### src/rtl/br128_ctrl_if.sv
// Request/response and macro-pin bundle between the bus front end, br128_ctrl and the BR128 macro.
// master = front end plus macro side, slave = controller; the signal names match the macro/bus pin names.
interface br128_ctrl_if;
    logic         REQ;
    logic [127:0] CHAL;
    logic [7:0]   SETTLE;
    logic         BUSY;
    logic         RESP_VALID;
    logic         RESP;
    logic         STABLE;
    logic         PUF_RESET;
    logic [127:0] PUF_C;
    logic         PUF_OUT;

    modport master (
        output REQ, CHAL, SETTLE, PUF_OUT,
        input  BUSY, RESP_VALID, RESP, STABLE, PUF_RESET, PUF_C
    );

    modport slave (
        input  REQ, CHAL, SETTLE, PUF_OUT,
        output BUSY, RESP_VALID, RESP, STABLE, PUF_RESET, PUF_C
    );
endinterface

### src/rtl/br128_ctrl.sv
// BR128 PUF sequencer: NVOTE x (reset RST_CYC, release SETTLE+2, sample), then a majority-voted response.
// Latency NVOTE*(RST_CYC+SETTLE+2)+1 cycles; there is no backpressure, and REQ is ignored (not queued) while BUSY.
module br128_ctrl #(
    parameter int NVOTE   = 5,
    parameter int RST_CYC = 4
) (
    input  logic        CLK,
    input  logic        RESET_N,
    br128_ctrl_if.slave bus
);

    typedef enum logic [1:0] {IDLE, RST, WAIT, DONE} state_t;

    localparam logic [3:0] NVOTE_L  = 4'(NVOTE);
    localparam logic [3:0] HALF_L   = 4'(NVOTE / 2);
    localparam logic [8:0] RST_LOAD = 9'(RST_CYC - 1);

    state_t       state_q, state_d;
    logic [8:0]   cnt_q, cnt_d;
    logic [3:0]   eval_q, eval_d;
    logic [3:0]   ones_q, ones_d;
    logic [7:0]   settle_q, settle_d;
    logic [127:0] chal_q, chal_d;
    logic         sync1_q, sync2_q;
    logic         busy_q, busy_d;
    logic         resp_valid_q, resp_valid_d;
    logic         resp_q, resp_d;
    logic         stable_q, stable_d;
    logic         puf_reset_q, puf_reset_d;

    always_comb begin
        state_d  = state_q;
        cnt_d    = cnt_q;
        eval_d   = eval_q;
        ones_d   = ones_q;
        settle_d = settle_q;
        chal_d   = chal_q;
        resp_d   = resp_q;
        stable_d = stable_q;

        case (state_q)
            IDLE: begin
                if (bus.REQ) begin
                    chal_d   = bus.CHAL;
                    settle_d = bus.SETTLE;
                    ones_d   = 4'd0;
                    eval_d   = 4'd0;
                    cnt_d    = RST_LOAD;
                    state_d  = RST;
                end
            end
            RST: begin
                if (cnt_q == 9'd0) begin
                    // SETTLE+1 down to 0 gives SETTLE+2 released cycles
                    cnt_d   = {1'b0, settle_q} + 9'd1;
                    state_d = WAIT;
                end else begin
                    cnt_d = cnt_q - 9'd1;
                end
            end
            WAIT: begin
                if (cnt_q == 9'd0) begin
                    ones_d = ones_q + {3'b000, sync2_q};
                    eval_d = eval_q + 4'd1;
                    if (eval_d < NVOTE_L) begin
                        cnt_d   = RST_LOAD;
                        state_d = RST;
                    end else begin
                        state_d = DONE;
                    end
                end else begin
                    cnt_d = cnt_q - 9'd1;
                end
            end
            DONE:    state_d = IDLE;
            default: state_d = IDLE;
        endcase

        // Outputs are registered from the next state so the macro pins never glitch.
        busy_d       = (state_d != IDLE);
        resp_valid_d = (state_d == DONE);
        puf_reset_d  = (state_d != WAIT);
        if (state_d == DONE) begin
            resp_d   = (ones_d > HALF_L);
            stable_d = (ones_d == 4'd0) || (ones_d == NVOTE_L);
        end
    end

    always_ff @(posedge CLK or negedge RESET_N) begin
        if (!RESET_N) begin
            state_q      <= IDLE;
            cnt_q        <= 9'd0;
            eval_q       <= 4'd0;
            ones_q       <= 4'd0;
            settle_q     <= 8'd0;
            chal_q       <= 128'd0;
            sync1_q      <= 1'b0;
            sync2_q      <= 1'b0;
            busy_q       <= 1'b0;
            resp_valid_q <= 1'b0;
            resp_q       <= 1'b0;
            stable_q     <= 1'b0;
            puf_reset_q  <= 1'b1;
        end else begin
            state_q      <= state_d;
            cnt_q        <= cnt_d;
            eval_q       <= eval_d;
            ones_q       <= ones_d;
            settle_q     <= settle_d;
            chal_q       <= chal_d;
            sync1_q      <= bus.PUF_OUT;
            sync2_q      <= sync1_q;
            busy_q       <= busy_d;
            resp_valid_q <= resp_valid_d;
            resp_q       <= resp_d;
            stable_q     <= stable_d;
            puf_reset_q  <= puf_reset_d;
        end
    end

    assign bus.BUSY       = busy_q;
    assign bus.RESP_VALID = resp_valid_q;
    assign bus.RESP       = resp_q;
    assign bus.STABLE     = stable_q;
    assign bus.PUF_RESET  = puf_reset_q;
    assign bus.PUF_C      = chal_q;

endmodule

### src/flat_wrapper.sv
// flat-port wrapper written by rule: the top's interface ports become plain ports
module br128_ctrl_flat 
#(
    parameter int NVOTE   = 5,
    parameter int RST_CYC = 4
)
  (CLK, RESET_N, bus_REQ, bus_CHAL, bus_SETTLE, bus_PUF_OUT, bus_BUSY, bus_RESP_VALID, bus_RESP, bus_STABLE, bus_PUF_RESET, bus_PUF_C);
  br128_ctrl_if bus_i ();
  input  logic CLK;
  input  logic RESET_N;
  input wire logic [$bits(bus_i.REQ)-1:0] bus_REQ;
  input wire logic [$bits(bus_i.CHAL)-1:0] bus_CHAL;
  input wire logic [$bits(bus_i.SETTLE)-1:0] bus_SETTLE;
  input wire logic [$bits(bus_i.PUF_OUT)-1:0] bus_PUF_OUT;
  output wire logic [$bits(bus_i.BUSY)-1:0] bus_BUSY;
  output wire logic [$bits(bus_i.RESP_VALID)-1:0] bus_RESP_VALID;
  output wire logic [$bits(bus_i.RESP)-1:0] bus_RESP;
  output wire logic [$bits(bus_i.STABLE)-1:0] bus_STABLE;
  output wire logic [$bits(bus_i.PUF_RESET)-1:0] bus_PUF_RESET;
  output wire logic [$bits(bus_i.PUF_C)-1:0] bus_PUF_C;
  assign bus_i.REQ = bus_REQ;
  assign bus_i.CHAL = bus_CHAL;
  assign bus_i.SETTLE = bus_SETTLE;
  assign bus_i.PUF_OUT = bus_PUF_OUT;
  assign bus_BUSY = bus_i.BUSY;
  assign bus_RESP_VALID = bus_i.RESP_VALID;
  assign bus_RESP = bus_i.RESP;
  assign bus_STABLE = bus_i.STABLE;
  assign bus_PUF_RESET = bus_i.PUF_RESET;
  assign bus_PUF_C = bus_i.PUF_C;
  br128_ctrl #(.NVOTE(NVOTE), .RST_CYC(RST_CYC)) u_core (.CLK(CLK), .RESET_N(RESET_N), .bus(bus_i));
endmodule
### config.mk
export PLATFORM = sky130hd
export DESIGN_NAME = br128_ctrl_flat
export DESIGN_NICKNAME = d
export VERILOG_FILES = /design/src/rtl/br128_ctrl_if.sv /design/src/rtl/br128_ctrl.sv /design/src/flat_wrapper.sv
export SDC_FILE = /design/constraint.sdc
export NUM_CORES = 1
export LEC_CHECK = 0
export CAP_MARGIN = 20
export CORE_MARGIN = 4
export CORE_UTILIZATION = 44
export DETAILED_ROUTE_END_ITERATION = 8
export PLACE_DENSITY = 0.87
export SLEW_MARGIN = 15
export SYNTH_ARGS = -nofsm -noshare
export SYNTH_HDL_FRONTEND = slang
export SYNTH_SLANG_ARGS = --single-unit
### constraint.sdc
create_clock -name CLK -period 2.4 [get_ports CLK]
set_input_delay 0.24 -clock CLK [delete_from_list [all_inputs] [get_ports CLK]]
set_output_delay 0.24 -clock CLK [all_outputs]
set_load 0.005 [all_outputs]
# Yosys cells after proc, flatten, opt, wreduce, memory -nomap -nowiden
# Index checks and enable logic that the tools add are counted.
[op_classes]
n_mux = 16
bitwise_logic = 0
reduce_logical = 10
order_cmp = 2
addsub = 4
multipliers = 0
shifts = 0
div_mod_pow = 0
eq_ne = 9
[ops]
columns = ["operator", "count"]
rows = [
  ["$mux 9", 4],
  ["$pmux 9 s3", 1],
  ["$mux 4", 4],
  ["$pmux 4 s2", 2],
  ["$add 8x1->9 const B", 1],
  ["$logic_not 9->1", 1],
  ["$sub 9x1->9 const B", 1],
  ["$mux 2", 4],
  ["$pmux 2 s4", 1],
  ["$eq 2x2->1 const B", 3],
  ["$reduce_and 3->1", 2],
  ["$add 4x1->4", 1],
  ["$add 4x1->4 const B", 1],
  ["$eq 4x3->1 const B", 1],
  ["$gt 4x2->1 const B", 1],
  ["$logic_not 4->1", 1],
  ["$lt 4x3->1 const B", 1],
  ["$ne 2x2->1 const B", 2],
  ["$reduce_bool 2->1", 2],
  ["$ne 3x3->1 const B", 1],
  ["$reduce_bool 3->1", 1],
  ["$eq 2x1->1 const B", 1],
  ["$logic_not 2->1", 1],
  ["$ne 2x1->1 const B", 1],
  ["2 further kinds", 2],
]
[totals]
latchBits = 0
ram_bits = 0
mem_bits_ro = 0
reg_bits = 162
mem_count = 0
wordCells = 54
in_bits = 140

# Depth between registers and ports, before layout
[logic_depth]
depth_word = 6
mapped_depth = 9

# Worst setup path after synthesis
# OpenSTA, ideal clock, no wires.
[synth_path]
path_type = "reg2reg"
start = "register u_core.state_q[1]"
end = "register u_core.chal_q[0], in the netlist u_core.bus.PUF_C[0]"
path_slack_ps = 199
n_path_buf = 4
arrival_ps = 2076
path_stages_with_launch = 9
synth_period_minus_slack_ps = 2201
setup_ps = 125
cell_sequence = "dfrtp_1 > inv_1 > ha_1 > buf_2 > and2_1 > buf_2 > clkbuf_1 > buf_2 > mux2_2"
[synth_via]
elab_chain_cells = 2
[synth_rtl]
columns = ["element", "line_no", "source"]
rows = [
  ["from (decl)", "br128_ctrl.sv:18", "state_t state_q, state_d;"],
  ["from (signal assigned)", "br128_ctrl.sv:105", "state_q <= state_d;"],
  ["$logic_not 2->1", "br128_ctrl.sv:41", "case (state_q)"],
  ["$reduce_and 2->1 (no line)", "n/a", ""],
  ["to (signal assigned)", "br128_ctrl.sv:110", "chal_q <= chal_d;"],
  ["to (decl)", "br128_ctrl.sv:23", "logic [127:0] chal_q, chal_d;"],
]
# No other way between the ends.
# A chain may end at the register's enable or synchronous reset.

# Final worst setup path
[layout_path]
start = "register u_core.cnt_q[0]"
end = "register u_core.cnt_q[7]"
[layout_via]
elab_chain_cells = 3
elab_cells_between_ends = 7
classes_between = "add/sub (1); eq/ne (1); mux (3); reduce/logical (2)"
[layout_rtl]
columns = ["element", "line_no", "source"]
rows = [
  ["from (decl)", "br128_ctrl.sv:19", "logic [8:0] cnt_q, cnt_d;"],
  ["from (signal assigned)", "br128_ctrl.sv:106", "cnt_q <= cnt_d;"],
  ["$sub 9x1->9 / $logic_not 9->1 (equally long branches)", "n/a", ""],
  ["$mux 9, or another cell as far along", "br128_ctrl.sv:62", "if (cnt_q == 9'd0) begin"],
  ["$pmux 9 s3 / $reduce_and 3->1 (equally long branches)", "n/a", ""],
]
# Parallel ways exist; a longest one is shown, timed or not.

==> results.md <==
Outcome:
- The run finished with clean final reports.

Power and ir drop:
- The clock network is responsible for 20.4% of the overall power.
- The net switching power of the design is 4290 uW.
- The maximum VDD drop is 0.915 mV.
- Combinational cells account for 44.7% of the total power.
- The power density of the placed cells is 1320 nW/um2.
- The static leakage is 0.00439 uW.
- The share of total power dissipated in sequential elements is 34.9%.
- The internal portion of total power is 9740 uW.
- The switching part of the total power is 30.6%.

Clock network:
- The H-tree generated during clock tree synthesis spans 4 levels.
- The CTS tree is done.
- The register clock-pin slew on the reported worst setup and hold paths is 0.06 ns.
- The clock passes through at most 2 buffers.
- The number of sinks driven by the clock tree is 162.
- The root buffer cell chosen for the clock tree is sky130_fd_sc_hd__clkbuf_16.
- At the later pin of the worst-skew pair, clock insertion delay measures 0.42 ns.
- The number of clock buffers added by TritonCTS is 17.

Synthesis:
- Of the post-synthesis cell area, the dominant cell type holds 58.4%.
- After synthesis the netlist holds a flip-flop and latch count of 162.
- By area the synthesized netlist is led by sky130_fd_sc_hd__dfrtp_1 58%, sky130_fd_sc_hd__mux2_2 23%, sky130_fd_sc_hd__ha_1 2.0%.
- Counting every instance in the synthesized netlist gives 500.
- The count of different cell masters after synthesis is 59.
- The area of the mapped netlist is 6900 um2.
- Summing the sequential cell areas from Yosys gives 58.8% of the chip area.
- The leading area contributor after synthesis is sky130_fd_sc_hd__dfrtp_1.
- In this run the mean area of a mapped cell was 13.8 um2.
- The commonest cells after synthesis are 161 x sky130_fd_sc_hd__dfrtp_1, 138 x sky130_fd_sc_hd__mux2_2, 18 x sky130_fd_sc_hd__nor2_1, 18 x sky130_fd_sc_hd__o21ai_0, 14 x sky130_fd_sc_hd__nand2_1.
- The number of nets handed over by synthesis was 651.
- The proportion of register bits with asynchronous set or reset after synthesis is 100%.
- The yosys synthesis warning count is 0.
- The most common cell in the synthesized netlist is sky130_fd_sc_hd__dfrtp_1.
- The synthesized design contains 0 enable-type register cells.
- The primary flip-flop cell chosen by synthesis mapping is sky130_fd_sc_hd__dfrtp_1.

Worst setup path:
- The delay of the slowest cell on the worst path is 0.42 ns.
- STA classifies the critical path startpoint as a flop.
- The critical path class is reg -> reg.
- In this design, the critical path's most frequently occurring cell is sky130_fd_sc_hd__o21ai_0.
- Walking the worst path, the cells encountered are inv_1, ha_1, nor3b_4, and3_1, buf_4, a311o_1, o21ai_0, o21ai_0.
- The endpoint required time on the critical path is 2.67 ns.
- Counting both buffers and inverters, the worst setup path holds a total of 2.
- Among cell families on the critical path, the largest total delay comes from compound AO/OA/AOI/OAI gates.
- For this design, the slowest cell found on the critical path is sky130_fd_sc_hd__a311o_1.
- The signal arrival time at the worst endpoint is 2.52 ns.
- The endpoint kind of the worst setup timing path is a flop.
- In this run the worst path has a maximum fanout of 8.

Final layout:
- The final-stage net count is 937.
- The total area of sequential cells is 4060 um2.
- In the final layout, the share of cells above drive strength 1 is 24.5%.
- The area growth from synthesis to layout is 53.7%.
- The number of antenna cells inserted is 0.
- The footprint of the multi-input gates is 2730 um2.
- The utilization after layout is 69.5%.
- Summing all non-filler instances in the final layout gives an area of 10600 um2.
- The count of filler cells inserted in the layout is 1033.

Floorplan:
- In this run the standard cell core region covers 15300 um2.
- The vertical extent of the die is 133 um.
- The die width is 133 um.
- Once the floorplan was initialized, standard cells occupied 45.2% of the core.
- The count of standard-cell rows is 45.
- The top-level port count is 273.
- The die covers 17700 um2.

STA:
- The worst path uses 93.6% of the clock period.
- The achievable frequency is 445 MHz.
- Final hold analysis gives a worst-case slack of 0.296 ns.
- At the pin with the least slew margin, the transition time is 0.828 ns.
- The time the final worst path needs with I/O delays and setup is 2.25 ns.
- The setup TNS after final layout is 0 ns.
- Setup repair after global routing left no endpoint under its margin.
- The worst slew margin relative to its limit is 44.8%.
- The final-report max-slew violation count was 0.
- Setup violations remaining at the end of the flow were counted as 0.
- The setup clock skew after layout is 0.00916 ns.
- The number of hold violations in the final report is 0.

Placed design:
- In this run the cell area measured after placement is 9950 um2.
- The final estimated routing congestion in global placement is 0.907.
- The detailed placement HPWL is 14200 um.
- The number of buffer cells added on primary ports is 272.

Global route:
- The total overflow left after global routing is 0.
- The initial antenna violation count is 0.
- The total routing usage reported by global routing is 21.7%.
- The first global-routing pass estimated 30800 um of wire.
- The number of global-route vias before repair is 5798.
- The largest net degree at the start of global routing is 137.

Min path:
- In this run the worst hold path is classified as in -> async.

Routing:
- Detailed routing inserted a total of 5193 vias.
- After detailed routing, the number of vias per cell comes to 5.14.
- For this run, design rule violations remaining after detail routing come to 0.
- The routed wirelength normalized by instance count is 18.8 um.
- Summed over all layers, the routed wires come to 19000 um.
- The first detailed-routing pass ran for 4 iterations.
- The first-iteration detailed-routing DRC count is 238.
- The remaining number of nets flagged by the antenna check after routing is 0.

Job:
- The total of max-cap violations is 0.
==> power by group through the flow <==
| stage | clock, uW | combinational (uW) | sequential, uW |
|---|---|---|---|
| floorplan | 0 | 2730 | 4870 |
| global placement | 0 | 6110 | 4820 |
| detailed placement | 0 | 6270 | 4930 |
| CTS | 2910 | 6310 | 4900 |
| global route | 3040 | 6770 | 5080 |
| finish | 2860 | 6280 | 4900 |
==> cell families (layout without fill, tap and decap cells) <==
| kind of cell | Yosys count | in the layout | share of synthesized area (%) |
|---|---|---|---|
| xor+xnor | 9 | 9 | 1.14 |
| simple gates | 77 | 77 | 6.19 |
| flops | 162 | 162 | 58.8 |
| mux | 141 | 141 | 23.0 |
| fa+ha+maj | 11 | 11 | 2.00 |
| compound gates | 67 | 67 | 6.82 |
| buf+inv | 33 | 332 | 2.09 |
==> worst paths after layout <==
path	from	to	slack, ns	cells past startpoint
max in group asynchronous	RESET_N	u_core.bus.PUF_C[75]$_DFFE_PN0P_	1.37	3
min reg2reg	u_core.sync1_q$_DFF_PN0_	u_core.sync2_q$_DFF_PN0_	0.35	0
max	u_core.cnt_q[0]$_DFFE_PN0P_	u_core.cnt_q[7]$_DFFE_PN0P_	0.15	8
min	RESET_N	u_core.eval_q[1]$_DFFE_PN0P_	0.30	2
min in group CLK	bus_PUF_OUT	u_core.sync1_q$_DFF_PN0_	0.30	1
max reg2reg	u_core.cnt_q[0]$_DFFE_PN0P_	u_core.cnt_q[7]$_DFFE_PN0P_	0.15	8
==> stage by stage <==
step	power, uW	instances	setup slack (ns)
after floorplan	7590	500	0.199
after global placement	10900	977	0.164
after detailed placement	11200	977	0.0722
after CTS	14100	1010	0.0659
after global routing	14900	1010	0.00484
final	14000	1010	0.153
==> layout make-up <==
type / count / share of cell area [%]
tap: 211 / 2.49
clock buffer: 24 / 4.36
inverter: 10 / 0.354
clock inverter: 8 / 1.45
timing repair buffer: 290 / 27.4
multi-input combinational: 305 / 25.7
sequential: 162 / 38.3
==> timing repair <==
item | CTS | global route
hold endpoints to repair | 35 | 0
hold buffers | 1 | 0
setup buffers | 0 | 0
gates resized for setup | 0 | 5
setup endpoints to repair | 0 | 4
==> layout by cell type, fill, tap and decap left out, types with 2 or more instances in the layout <==
master	count
sky130_fd_sc_hd__buf_4	14
sky130_fd_sc_hd__o22ai_1	3
sky130_fd_sc_hd__o31ai_1	3
sky130_fd_sc_hd__dfrtp_1	161
sky130_fd_sc_hd__ha_1	10
sky130_fd_sc_hd__xnor2_1	5
sky130_fd_sc_hd__nand2b_1	4
sky130_fd_sc_hd__bufinv_16	4
sky130_fd_sc_hd__a21oi_1	9
sky130_fd_sc_hd__nor2_1	18
sky130_fd_sc_hd__nand3_1	11
sky130_fd_sc_hd__clkdlybuf4s50_1	271
sky130_fd_sc_hd__nor4b_1	2
sky130_fd_sc_hd__and4_1	2
sky130_fd_sc_hd__a31oi_1	6
sky130_fd_sc_hd__nand2_1	14
sky130_fd_sc_hd__mux2i_1	2
sky130_fd_sc_hd__inv_6	2
sky130_fd_sc_hd__xor2_1	4
sky130_fd_sc_hd__and3_1	2
sky130_fd_sc_hd__clkbuf_16	17
sky130_fd_sc_hd__inv_1	10
sky130_fd_sc_hd__clkbuf_1	6
sky130_fd_sc_hd__nor4_1	3
sky130_fd_sc_hd__o21ai_0	18
sky130_fd_sc_hd__a32oi_1	2
sky130_fd_sc_hd__o211ai_1	4
sky130_fd_sc_hd__nor3_1	5
sky130_fd_sc_hd__o22a_1	2
sky130_fd_sc_hd__mux2_2	138
sky130_fd_sc_hd__nand4_1	2
sky130_fd_sc_hd__buf_12	3
sky130_fd_sc_hd__a311o_1	2
sky130_fd_sc_hd__a22o_1	2
sky130_fd_sc_hd__o21a_1	2
==> state kept, by name (all words and copies together), names as in the netlist, 2 cells and up <==
register / flops
u_core.state_q: 2
u_core.settle_q: 8
u_core.cnt_q: 9
u_core.eval_q: 4
u_core.ones_q: 4
u_core.bus.PUF_C: 128
==> routing by layer <==
metal | GRT usage [%] | routed length [um] | part of all wire (%) | up-vias
met5 | 0 | 0 | 0 | -
met4 | 6.69 | 342 | 1.8 | 0
li1 | - | - | - | 2396
met2 | 38.0 | 9880 | 52 | 219
met3 | 8.76 | 1750 | 9.2 | 30
met1 | 24.4 | 7010 | 37 | 2548
(Power assumes the default switching activity.)
